### src/rtl/rr_grant_arbiter_if.sv
// Request/grant bundle between the requesters and the round-robin arbiter.
// master = requester side, slave = arbiter side.
interface rr_grant_arbiter_if;
    logic       arb_en;
    logic [3:0] req;
    logic [1:0] grant_idx;
    logic       grant_valid;
    logic       grant_start;
    logic       timeout_pulse;

    modport master (
        output arb_en,
        output req,
        input  grant_idx,
        input  grant_valid,
        input  grant_start,
        input  timeout_pulse
    );

    modport slave (
        input  arb_en,
        input  req,
        output grant_idx,
        output grant_valid,
        output grant_start,
        output timeout_pulse
    );
endinterface

### src/rtl/rr_grant_arbiter.sv
// Four-requester round-robin arbiter with registered grant outputs feeding the 2-to-4 select decoder.
// Optional hold-time limit with forced handoff is enabled by defining ARB_TIMEOUT_EN.
module rr_grant_arbiter #(
    parameter int unsigned MAX_HOLD = 16
) (
    input logic              clk,
    input logic              rst_n,
    rr_grant_arbiter_if.slave bus
);

    if (MAX_HOLD < 2 || MAX_HOLD > 255) begin : gen_bad_max_hold
        $error("MAX_HOLD must be in 2..255");
    end

    typedef enum logic [0:0] {StIdle, StGrant} state_e;

    state_e     state_q, state_d;
    logic [1:0] grant_idx_q, grant_idx_d;
    logic [1:0] last_idx_q, last_idx_d;
    logic       grant_valid_q, grant_valid_d;
    logic       grant_start_q, grant_start_d;
    logic       timeout_q, timeout_d;

    logic [3:0] masked_req;
    logic       win_found;
    logic [1:0] win_idx;
    logic       owner_release;
    logic       hold_expired;

    // Scan last+1 .. last+4 (mod 4); first set bit wins.
    function automatic logic [2:0] find_winner(input logic [3:0] r, input logic [1:0] last);
        logic [2:0] res;
        logic [1:0] cand;
        res = 3'b000;
        for (int k = 1; k <= 4; k++) begin
            cand = last + 2'(k);
            if (!res[2] && r[cand]) begin
                res = {1'b1, cand};
            end
        end
        return res;
    endfunction

    // While granted, the owner never wins a handoff search (release or revoke).
    always_comb begin
        masked_req = bus.req;
        if (state_q == StGrant) begin
            masked_req[grant_idx_q] = 1'b0;
        end
        {win_found, win_idx} = find_winner(masked_req, last_idx_q);
    end

    assign owner_release = (state_q == StGrant) && !bus.req[grant_idx_q];

`ifdef ARB_TIMEOUT_EN
    localparam logic [7:0] HoldLast = 8'(MAX_HOLD - 1);

    logic [7:0] hold_cnt_q, hold_cnt_d;

    assign hold_expired = (state_q == StGrant) && (hold_cnt_q == HoldLast);

    always_comb begin
        hold_cnt_d = 8'd0;
        if (state_d == StGrant && !grant_start_d && !hold_expired) begin
            hold_cnt_d = hold_cnt_q + 8'd1;
        end
    end

    always_ff @(posedge clk or negedge rst_n) begin
        if (!rst_n) begin
            hold_cnt_q <= 8'd0;
        end else begin
            hold_cnt_q <= hold_cnt_d;
        end
    end
`else
    assign hold_expired = 1'b0;
`endif

    always_ff @(posedge clk or negedge rst_n) begin
        if (!rst_n) begin
            state_q       <= StIdle;
            grant_idx_q   <= 2'b00;
            last_idx_q    <= 2'b11;
            grant_valid_q <= 1'b0;
            grant_start_q <= 1'b0;
            timeout_q     <= 1'b0;
        end else begin
            state_q       <= state_d;
            grant_idx_q   <= grant_idx_d;
            last_idx_q    <= last_idx_d;
            grant_valid_q <= grant_valid_d;
            grant_start_q <= grant_start_d;
            timeout_q     <= timeout_d;
        end
    end

    always_comb begin
        state_d = state_q;
        unique case (state_q)
            StIdle: begin
                if (bus.arb_en && win_found) begin
                    state_d = StGrant;
                end
            end
            StGrant: begin
                if (!bus.arb_en) begin
                    state_d = StIdle;
                end else if (owner_release && !win_found) begin
                    state_d = StIdle;
                end
            end
            default: state_d = StIdle;
        endcase
    end

    // arb_en low outranks release, and release outranks a hold timeout.
    always_comb begin
        grant_idx_d   = grant_idx_q;
        last_idx_d    = last_idx_q;
        grant_valid_d = (state_d == StGrant);
        grant_start_d = 1'b0;
        timeout_d     = 1'b0;
        unique case (state_q)
            StIdle: begin
                if (bus.arb_en && win_found) begin
                    grant_idx_d   = win_idx;
                    last_idx_d    = win_idx;
                    grant_start_d = 1'b1;
                end
            end
            StGrant: begin
                if (bus.arb_en && win_found && (owner_release || hold_expired)) begin
                    grant_idx_d   = win_idx;
                    last_idx_d    = win_idx;
                    grant_start_d = 1'b1;
                    timeout_d     = !owner_release;
                end
            end
            default: ;
        endcase
    end

    assign bus.grant_idx     = grant_idx_q;
    assign bus.grant_valid   = grant_valid_q;
    assign bus.grant_start   = grant_start_q;
    assign bus.timeout_pulse = timeout_q;

endmodule

### src/flat_wrapper.sv
// flat-port wrapper written by rule: the top's interface ports become plain ports
module rr_grant_arbiter_flat 
#(
    parameter int unsigned MAX_HOLD = 16
)
  (clk, rst_n, bus_arb_en, bus_req, bus_grant_idx, bus_grant_valid, bus_grant_start, bus_timeout_pulse);
  rr_grant_arbiter_if bus_i ();
  input logic clk;
  input logic rst_n;
  input wire logic [$bits(bus_i.arb_en)-1:0] bus_arb_en;
  input wire logic [$bits(bus_i.req)-1:0] bus_req;
  output wire logic [$bits(bus_i.grant_idx)-1:0] bus_grant_idx;
  output wire logic [$bits(bus_i.grant_valid)-1:0] bus_grant_valid;
  output wire logic [$bits(bus_i.grant_start)-1:0] bus_grant_start;
  output wire logic [$bits(bus_i.timeout_pulse)-1:0] bus_timeout_pulse;
  assign bus_i.arb_en = bus_arb_en;
  assign bus_i.req = bus_req;
  assign bus_grant_idx = bus_i.grant_idx;
  assign bus_grant_valid = bus_i.grant_valid;
  assign bus_grant_start = bus_i.grant_start;
  assign bus_timeout_pulse = bus_i.timeout_pulse;
  rr_grant_arbiter #(.MAX_HOLD(MAX_HOLD)) u_core (.clk(clk), .rst_n(rst_n), .bus(bus_i));
endmodule
### config.mk
export PLATFORM = sky130hd
export DESIGN_NAME = rr_grant_arbiter_flat
export DESIGN_NICKNAME = d
export VERILOG_FILES = /design/src/rtl/rr_grant_arbiter_if.sv /design/src/rtl/rr_grant_arbiter.sv /design/src/flat_wrapper.sv
export SDC_FILE = /design/constraint.sdc
export NUM_CORES = 1
export LEC_CHECK = 0
export ABC_AREA = 0
export CAP_MARGIN = 20
export CELL_PAD_IN_SITES_DETAIL_PLACEMENT = 1
export CELL_PAD_IN_SITES_GLOBAL_PLACEMENT = 1
export CORE_UTILIZATION = 37
export CTS_CLUSTER_DIAMETER = 50
export CTS_CLUSTER_SIZE = 8
export DETAILED_ROUTE_END_ITERATION = 10
export GPL_TIMING_DRIVEN = 0
export HOLD_SLACK_MARGIN = 0.15
export PLACE_DENSITY = 0.78
export SLEW_MARGIN = 20
export SYNTH_ARGS = -nofsm -noshare
export SYNTH_HDL_FRONTEND = slang
export SYNTH_SLANG_ARGS = --single-unit
### constraint.sdc
create_clock -name clk -period 2.41 [get_ports clk]
set_clock_uncertainty 0.05 [all_clocks]
set_input_delay 0.723 -clock clk [delete_from_list [all_inputs] [get_ports clk]]
set_output_delay 0.723 -clock clk [all_outputs]
set_load 0.02 [all_outputs]
Yosys cells after proc, flatten, opt, wreduce, memory -nomap -nowiden
Index checks and enable logic that the tools add are counted.
Word-level totals
  flip-flop bits (word level): 7
  input bits: 7
  logic and storage cells: 62
Cells by class
  add/sub/neg operators: 3
  $lt $le $gt $ge: 6
  equal/unequal tests: 2
  multiplexer cells: 28
  bitwise operators: 3
  reduce and logical (&&, ||, !) cells: 15
Operators by type and width (count)
  < comparator 2 x 3 -> 1 bit, second input constant: 5
  two-way mux 1 bit: 12
  two-way mux 3 bit: 4
  binary-select mux 1 bit (select 2 bit): 5
  logical AND 1 bit: 8
  zero test 1 bit: 6
  adder 2 bit, second input constant: 2
  AND 4 bit: 1
  two-way mux 2 bit: 2
  two-way mux 4 bit: 1
  NOT 4 bit: 1
  one-hot mux 1 bit (2 select lines): 2
  one-hot mux 2 bit (2 select lines): 1
  adder 2 x 1 -> 2 bit, second input constant: 1
  demux 1 bit (select 2 bit): 1
  >= comparator 2 x 1 -> 1 bit, second input constant: 1
  != test 2 x 1 -> 1 bit, second input constant: 1
  != test 2 bit, second input constant: 1
  AND reduction 2 bit: 1
  NOT 1 bit: 1

Longest topological paths before layout
Gate-level depths: netlist (run 1).
  depth after elaboration: 24
  gate-level depth with buffers: 7
  gate-level depth less buffers: 5

Least setup slack after synthesis (run 1)
OpenSTA, ideal clock, no wires.
  path type: input port to flip-flop
  start point: input port bus_req[1]
  end point: register u_core.grant_idx_q[1] (netlist: u_core.bus.grant_idx[1])
  setup time: 66 ps
  data arrival time: 1697 ps
  data required time: 2294 ps
  setup slack: 597 ps
  stages: 5
  buffers on the path: 0
  cell sequence: mux2_4 -> o22ai_2 -> nor2_1 -> or4_4 -> nand2_1
Between the ends
  longest elaborated chain between the ends: 18
  elaborated cells on any way between the ends: 32
  classes of those cells: 2 x eq/ne; 18 x mux; 1 x bitwise; 11 x reduce/logical
Ends and longest elaborated chain
  start: declaration: RTL line flat_wrapper.sv:11  | input wire logic [$bits(bus_i.req)-1:0] bus_req;
  AND 4 bit (no source line)
  two-way mux 4 bit: RTL line rr_grant_arbiter.sv:47  | if (state_q == StGrant) begin
  binary-select mux 1 bit (select 2 bit): RTL line rr_grant_arbiter.sv:37  | if (!res[2] && r[cand]) begin
  two-way mux 1 bit (implied by the code): RTL line rr_grant_arbiter.sv:37
  two-way mux 3 bit: RTL line rr_grant_arbiter.sv:37
  zero test 1 bit: RTL line rr_grant_arbiter.sv:37
  logical AND 1 bit: RTL line rr_grant_arbiter.sv:37
  two-way mux 3 bit: RTL line rr_grant_arbiter.sv:37
  (+2 left out)
  two-way mux 3 bit: RTL line rr_grant_arbiter.sv:37
  zero test 1 bit: RTL line rr_grant_arbiter.sv:37
  logical AND 1 bit: RTL line rr_grant_arbiter.sv:37
  two-way mux 3 bit: RTL line rr_grant_arbiter.sv:37
  logical AND 1 bit: RTL line rr_grant_arbiter.sv:126, rr_grant_arbiter.sv:133
  logical AND 1 bit: RTL line rr_grant_arbiter.sv:133  | if (bus.arb_en && win_found && (owner_release || hold_expired)) begin
  != test 2 bit (no source line)
  AND reduction 2 bit (no source line)
  end signal: assignment: RTL line rr_grant_arbiter.sv:90  | grant_idx_q <= grant_idx_d;
  end: declaration: RTL line rr_grant_arbiter.sv:18  | logic [1:0] grant_idx_q, grant_idx_d;
Parallel ways exist; a longest one is shown, timed or not. The select of a mux whose other input is x is not followed.
A chain may end at the register's enable or synchronous reset.

Final worst setup path (run 1)
  start point: input port bus_req[0]
  end point: register u_core.grant_idx_q[1] (netlist: u_core.bus.grant_idx[1])
The elaborated chain is that of the path after synthesis.

==> results of run 1 <==
-- sequential cells by signal, indices dropped and copies added, names as in the netlist --
| register | count |
|---|---|
| u_core.bus.grant_idx | 2 |
| u_core.bus.grant_start | 1 |
| u_core.bus.timeout_pulse | 1 |
| u_core.last_idx_q | 2 |
| u_core.state_q | 1 |
-- cell usage in the layout (no fill, tap or decap), types with 2 or more instances in the layout --
| cell | instances |
|---|---|
| mux2i_1 | 3 |
| a32o_1 | 2 |
| clkbuf_4 | 3 |
| o21ai_1 | 2 |
| a21oi_1 | 2 |
| dfstp_2 | 2 |
| clkdlybuf4s50_1 | 11 |
| inv_1 | 2 |
| nor2_1 | 3 |
| o22ai_1 | 3 |
| dfrtp_1 | 5 |
| nand2_1 | 9 |
| nand2b_1 | 6 |
| buf_6 | 3 |
-- final cells by class --
class	instances	area (sq um)
well taps	16	20.0
plain buffers	4	38.8
flip-flops and latches	7	178
inverters	2	7.51
clock buffers	4	26.3
repair buffers	11	110
fillers	188	767
multi-input cells	53	394
-- worst reg2reg max path, delay by kind of cell (launching register included) --
kind / cells / cell delay, ps
buffers and inverters: 1 / 140
flip-flops: 1 / 520
AO/OA/AOI/OAI: 4 / 900
XOR/XNOR: 1 / 150
-- worst paths after layout --
check                                startpoint                 endpoint  slack (ps)
max                                  bus_req[0]  u_core.bus.grant_idx[1]         140
min                        u_core.last_idx_q[1]     u_core.last_idx_q[1]         460
max reg2reg                u_core.last_idx_q[0]     u_core.last_idx_q[0]         590
min reg2reg                u_core.last_idx_q[1]     u_core.last_idx_q[1]         460
max in group asynchronous                 rst_n     u_core.last_idx_q[1]        1330
min in group asynchronous                 rst_n  u_core.bus.grant_idx[0]         680
-- cell families (layout without fill, tap and decap cells) --
family | after synthesis | in the layout | synth area share (%)
multiplexers | 5 | 5 | 9.11
flip-flops | 7 | 7 | 28.7
other | 1 | 1 | 0.607
AO/OA/AOI/OAI | 23 | 23 | 30.2
buffers and inverters | 6 | 21 | 7.49
AND/OR/NAND/NOR | 22 | 22 | 18.0
XOR/XNOR | 2 | 2 | 5.87
-- per-stage QoR --
step           worst slack, ps  area [sq um]  TNS (ps)  instances
4_1_cts                    153           774         0         97
2_1_floorplan              597           618         0         66
3_5_place_dp             -86.7           748      -217         93
5_1_grt                    103           774         0         97
3_3_place_gp             -76.5           748      -160         93
6_report                   138           774         0         97
-- routing by layer --
layer	share of wire [%]	up-vias	wire [microns]
met1	51	277	747
li1	-	280	-
met5	0	-	0
met4	0	0	0
met2	46	9	683
met3	3.0	0	44
-- power by group through the flow --
stage / clock network, mW / logic [mW] / registers [mW]
floorplan: 0 / 0.479 / 0.229
global placement: 0 / 0.644 / 0.205
detailed placement: 0 / 0.655 / 0.208
CTS: 0.108 / 0.662 / 0.206
global route: 0.111 / 0.723 / 0.210
finish: 0.102 / 0.659 / 0.205
==> flow_summary.ini, run 1 <==
[floorplan]
io_pins = 12
placeableCoreArea_sq_mm = 0.00154
rows = 14
die_x_microns = 42.9
die_y_microns = 42.9
die_area_sq_mm = 0.00184
initial_core_util_pct = 40.1

[power]
p_seq_share_pct = 21.2
switchingPower_uw = 416
intPower_uw = 550
ir_drop_uv = 554
combPwrFrac_pct = 68.2
finalPower_uw = 967
clockPowerShare_pct = 10.6
p_per_area_mw_per_mm2 = 1250
power.leakage_nw = 0.320
p_sw_share_pct = 43.1

[clock_tree]
postCtsHoldBufs = 0
numClockSinks = 7
cts.htree.levels = 1
ctsResizeCount = 0
path_clk_slew_ps = 50
cts_setup_buffers = 0
cts_buffer_depth = 2
cts_inserted_buffers = 3
cts_tree = done
insertion_delay_ps = 240
clockRootBuffer = clkbuf_4

[global_routing]
busiest_layer = met2
use_met2_pct = 27.6
grt.total_usage_pct = 18.3
antenna_found_initial = 0
grt_pass1_vias = 556
grt_pass1_wl_mm = 2.55
grt_use_met3_pct = 2.55
grt_remaining_overflow = 0
grtUsageMet1_pct = 26.7
grt_max_degree = 11

[synthesis]
ys_seq_elements = 7
yosysSeqAreaShare_pct = 28.7
syn-num-nets = 73
synthArstFlopShare_pct = 100
synth_top_area_share_pct = 20.2
synth_area_per_cell_sq_um = 9.37
synth_top_flop_cell = dfrtp_1
postSynthCellCount = 66
syn_area_sq_um = 618
yosys_warnings = 0
yosys-top-cells-count = nand2_1, nand2b_1, dfrtp_1
synth_top_area_cell = dfrtp_1
synth_most_common_cell = nand2_1
synth.distinct_cells = 36
synth_edf_count = 0
synthTopCellsByArea = dfrtp_1, dfstp_2, nand2b_1

[setup_path]
startpoint_type = primary input
slowest_delay_ps = 540
cp_slowest_cell = clkdlybuf4s50_1
cp_cell_sequence = clkdlybuf4s50_1 -> mux2_4 -> o22ai_2 -> nor2_1 -> or4_4 -> nand2_1
path_depth = 6
crit_buf_inv = 1
cp-end-kind = register
crit_type = in -> reg
crit_fanout = 7
rr_worst_depth = 6
cp_data_required_time_ps = 2540
crit_family = simple AND/OR/NAND/NOR gates
crit_arrival_ps = 2400

[routing]
vias_per_cell = 5.84
wl_per_cell_microns = 15.2
dr.pass1.iters = 4
first_iter_violations = 6
routed_wl_mm = 1.48
drc = 0
final_antenna_net_count = 0
vias = 566

[timing]
min_period_over_period_pct = 94.3
hold_violations = 0
period_minus_slack_ps = 2270
report.final.slew_viol_count = 0
rsz0062_at_grt = no
hold_ws_ps = 461
setup_viol = 0
fmax_mhz = 440

[layout]
final_nets = 89
area_delta_synth_final_pct = 25.3
final_layout_size_suffix_gt1_share_pct = 19.8
diodes = 0
utilization_pct = 50.2

[outcome]
status = finished, final reports clean

[hold_path]
hold_depth = 2
hp-class = reg -> reg

[run]
drv_cap = 0

[place]
routabilityCongestion = 0.760
dp_hpwl_mm = 1.13
port_buffers = 11
Note: power is estimated with default switching activity, not from simulation.
==> run 2: changes to the inputs <==
--- a/config.mk
+++ b/config.mk
@@ -16,6 +16,7 @@
 export GPL_TIMING_DRIVEN = 0
 export HOLD_SLACK_MARGIN = 0.15
 export PLACE_DENSITY = 0.78
+export SETUP_SLACK_MARGIN = 0.15
 export SLEW_MARGIN = 20
 export SYNTH_ARGS = -nofsm -noshare
 export SYNTH_HDL_FRONTEND = slang
==> constraint.sdc (replaced) <==
create_clock -name clk -period 2.1 [get_ports clk]
set_clock_uncertainty 0.05 [all_clocks]
set_input_delay 0.63 -clock clk [delete_from_list [all_inputs] [get_ports clk]]
set_output_delay 0.63 -clock clk [all_outputs]
set_load 0.02 [all_outputs]
==> run 2 against run 1 <==
Register-to-register slack lost 310 ps. Hold slack lost 1.1 ps. Largest cell class unchanged. Largest power group unchanged. First-iteration DRC count is the same. Critical endpoint unchanged. Final cell count is the same.
==> flow_summary.ini, run 2 (synthesis results as in run 1) <==
[timing]
hold_violations = 0
setup_viol = 0
period_minus_slack_ps = 1900
hold_ws_ps = 460
fmax_mhz = 525
report.final.slew_viol_count = 0
min_period_over_period_pct = 90.7
rsz0062_at_grt = no

[routing]
first_iter_violations = 6
vias = 572
vias_per_cell = 5.90
dr.pass1.iters = 4
routed_wl_mm = 1.50
wl_per_cell_microns = 15.4
final_antenna_net_count = 0
drc = 0

[global_routing]
grt_remaining_overflow = 0
grt_pass1_wl_mm = 2.62
grt.total_usage_pct = 18.6
grt_max_degree = 11
antenna_found_initial = 0
grt_pass1_vias = 562

[power]
switchingPower_uw = 490
p_sw_share_pct = 43.6
clockPowerShare_pct = 10.5
ir_drop_uv = 641
p_seq_share_pct = 21.0
p_per_area_mw_per_mm2 = 1440
finalPower_mw = 1.12
combPwrFrac_pct = 68.6
power.leakage_nw = 0.327
intPower_uw = 632

[clock_tree]
postCtsHoldBufs = 0
cts_tree = done
cts_buffer_depth = 2
insertion_delay_ps = 240
cts_inserted_buffers = 3
numClockSinks = 7
clockRootBuffer = clkbuf_4
path_clk_slew_ps = 50
cts_setup_buffers = 0
cts.htree.levels = 1

[layout]
fin_cells = 97
layout_common_cells = nand2_1, nand2b_1, clkdlybuf4s50_1
area_delta_synth_final_pct = 25.9
diodes = 0
mostFrequentLayoutCell = nand2_1
final_layout_size_suffix_gt1_share_pct = 22.2
final_nets = 89

[setup_path]
crit_fanout = 6
startpoint_type = primary input
crit_arrival_ps = 2030
cp-end-kind = register
cp_data_required_time_ps = 2230
crit_type = in -> reg

[place]
port_buffers = 11
routabilityCongestion = 0.760
dp_hpwl_mm = 1.13
dp.cells = 93

[hold_path]
hp-class = reg -> reg

[floorplan]
io_pins = 12
die_x_microns = 42.9
die_area_sq_mm = 0.00184
die_y_microns = 42.9
initial_core_util_pct = 40.1
placeableCoreArea_sq_mm = 0.00154
rows = 14

[outcome]
status = finished, final reports clean

[run]
drv_cap = 0
==> run 2: cell types whose count changed in the layout (fill, tap and decap cells not counted) <==
cell / change
clkbuf_2: +1
clkdlybuf4s50_1: -5
dlygate4sd2_1: +4
o221ai_1: -1
o221ai_2: +1
o22ai_2: -1
o22ai_4: +1
==> run 2: worst paths after layout <==
path,startpoint,to,slack [ps],cells after the start
worst min register to register,u_core.last_idx_q[1],u_core.last_idx_q[1],460,2
worst max-delay path,bus_req[1],u_core.bus.grant_idx[1],200,6
max in group asynchronous,rst_n,u_core.last_idx_q[1],1120,1
min in group asynchronous,rst_n,u_core.bus.grant_idx[0],590,1
worst max register to register,u_core.last_idx_q[0],u_core.last_idx_q[0],280,6
worst min-delay path,u_core.last_idx_q[1],u_core.last_idx_q[1],460,2
==> run 2: metal layers <==
metal / up-vias / part of all wire [%] / GRT usage (%) / routed length (microns)
li1: 281 / - / - / -
met1: 284 / 51 / 27.5 / 767
met2: 7 / 47 / 27.9 / 700
met5: - / 0 / 0 / 0
met4: 0 / 0 / 5.63 / 0
met3: 0 / 1.8 / 2.55 / 27
==> run 2: per-stage QoR <==
stage	area, sq um	util (%)	setup TNS, ps	setup WS [ps]
final	778	50.5	0	196
after floorplan	618	-	0	342
after detailed placement	748	48.5	-1050	-304
after global routing	778	50.5	0	159
after CTS	774	50.2	0	182
after global placement	748	48.5	-931	-294
==> run 2: repair_timing <==
item                       CTS  global route
gates cloned                 0             0
gates resized for setup      6             3
setup endpoints to repair    5             1
pin swaps                    0             0
==> run 2: critical path: stages <==
cell	delay [ps]
dlygate4sd2_1	310
mux2_4	310
o22ai_4	140
nor2_1	70
or4_4	490
nand2_1	80
==> run 2: power by group through the flow <==
stage	registers, mW	clock network [mW]	logic [mW]
6_report	0.235	0.117	0.769
5_1_grt	0.241	0.128	0.841
4_1_cts	0.236	0.124	0.762
3_5_place_dp	0.239	0	0.752
3_3_place_gp	0.235	0	0.739
2_1_floorplan	0.262	0	0.549
==> run 2: area by class of cell <==
cell class	instances	area, sq um
buffer	4	38.8
clock buffer	4	26.3
fill	183	763
inverter	2	7.51
multi-input combinational	53	408
sequential	7	178
tap	16	20.0
timing repair buffer	11	100
==> RTL change (flow settings as in run 1) <==
Build with the macro `ARB_TIMEOUT_EN` defined.
--- a/src/rtl/rr_grant_arbiter.sv
+++ b/src/rtl/rr_grant_arbiter.sv
@@ -1,5 +1,7 @@
 // Four-requester round-robin arbiter with registered grant outputs feeding the 2-to-4 select decoder.
 // Optional hold-time limit with forced handoff is enabled by defining ARB_TIMEOUT_EN.
+`define ARB_TIMEOUT_EN
+
 module rr_grant_arbiter #(
     parameter int unsigned MAX_HOLD = 16
 ) (
Behaviour: same outputs for any inputs over 10 cycles, from zero or initial values and one cycle with rst_n low; that may be too few to reach the edited logic, so the function may still have changed.
==> RTL change against run 1 <==
  * Global-route usage rose by 0.22 points
  * Area after synthesis rose by 51%
  * Worst setup slack got worse by 0.086 ns
  * Wire length rose by 42%
  * Fmax fell by 3.6%
  * Register-to-register slack got worse by 0.25 ns
  * Power rose by 11%
  * Design area rose by 43%
  * Sequential cell count rose by 8
  * First-iteration DRC count rose by 50%
  * Largest power group unchanged
  * Highest routed layer is now met4
==> RTL change: results <==
group,metric,value,unit
yosys,synthTopCellsByCount,"nor2_1 (14), dfrtp_1 (13), nand2_1 (9)",
cells_and_area,non_clock_buffer_area_share,12.00,%
drt,wl_met1,938,µm
cells_and_area,fillers,272,
pwr,power_switching,0.4512,mW
critical_path,crit_family,"compound AO/OA/AOI/OAI gates",
critical_path,cpPeakStageDelay,0.59,ns
critical_path,arrival,2.51,ns
critical_path,rrSetupSlack,0.34,ns
yosys,synthCells,101,
placement,preCtsSetupSlack,-0.2500,ns
cells_and_area,area_delta_synth_final,18.52,%
pwr,clock_power,0.154,mW
clock_network,cts.sinks,15,
drt,drt_iter0_markers,9,
yosys,synth_area_leaders,"dfrtp_1 (35%), mux2i_1 (6.4%), dfstp_2 (5.6%), nor2_1 (5.6%), xnor2_1 (4.7%)",
placement,place_area,1067,µm²
cells_and_area,clock_area_share,2.718,%
cells_and_area,fin_nets,125,
clock_network,clk_pin_slew_worst_paths,0.10,ns
grt,grt_pass1_vias,840,
cells_and_area,multi_input_area_share,45.87,%
critical_path,r2r_cells,5,
critical_path,rr_startpoint,"u_core.state_q$_DFF_PN0_",
sta,whs,0.4267,ns
grt,grt_max_degree,16,
cells_and_area,multi_input_cells,76,
cells_and_area,clkbuf_count,3,
clock_network,clk_latency,0.30,ns
cells_and_area,inv_count,6,
placement,gp_congestion,0.7867,
drt,vias_per_cell,5.479,
yosys,syn-num-nets,109,
outcome,status,"complete, no violations",
grt,gr-usage-met1,20.36,%
cells_and_area,final_layout_size_suffix_gt1_share,12.07,%
drt,wl,2092,µm
drt,top_layer,"met4",
grt,grtUsageMet3,3.188,%
placement,post-place-cells,139,
placement,place_hpwl,1614,µm
grt,grtUsageMet2,33.33,%
worst_hold_path,hp-start,"u_core.hold_cnt_q[0]$_DFF_PN0_",
pwr,vdd_drop_max,537.2,µV
drt,route.detailed.wl_per_inst,14.53,µm
cells_and_area,seq_share,34.20,%
yosys,yosysSeqAreaShare,40.54,%
## RTL change: changes by cell type after synthesis, moves of 2 or more
cell / before / now
inv_1: 2 / 6
buf_6: 3 / 1
dfrtp_1: 5 / 13
nand3_1: 1 / 4
nand2b_1: 6 / 2
and3_1: 0 / 2
nor4_1: 0 / 2
mux2i_1: 3 / 6
xnor2_1: 0 / 5
o21ai_0: 1 / 5
o21ai_1: 2 / 0
a32o_1: 2 / 0
nor2_1: 3 / 14
o211ai_1: 0 / 3
## RTL change: cell families (layout without fill, tap and decap cells)
group | after synthesis | in the layout | share of synthesized area (%)
compound gates | 21 | 21 | 17.45
simple gates | 40 | 40 | 21.34
mux | 7 | 7 | 7.651
buf+inv | 10 | 25 | 5.100
fa+ha+maj | 1 | 1 | 1.342
xor+xnor | 7 | 7 | 6.577
flops | 15 | 15 | 40.54
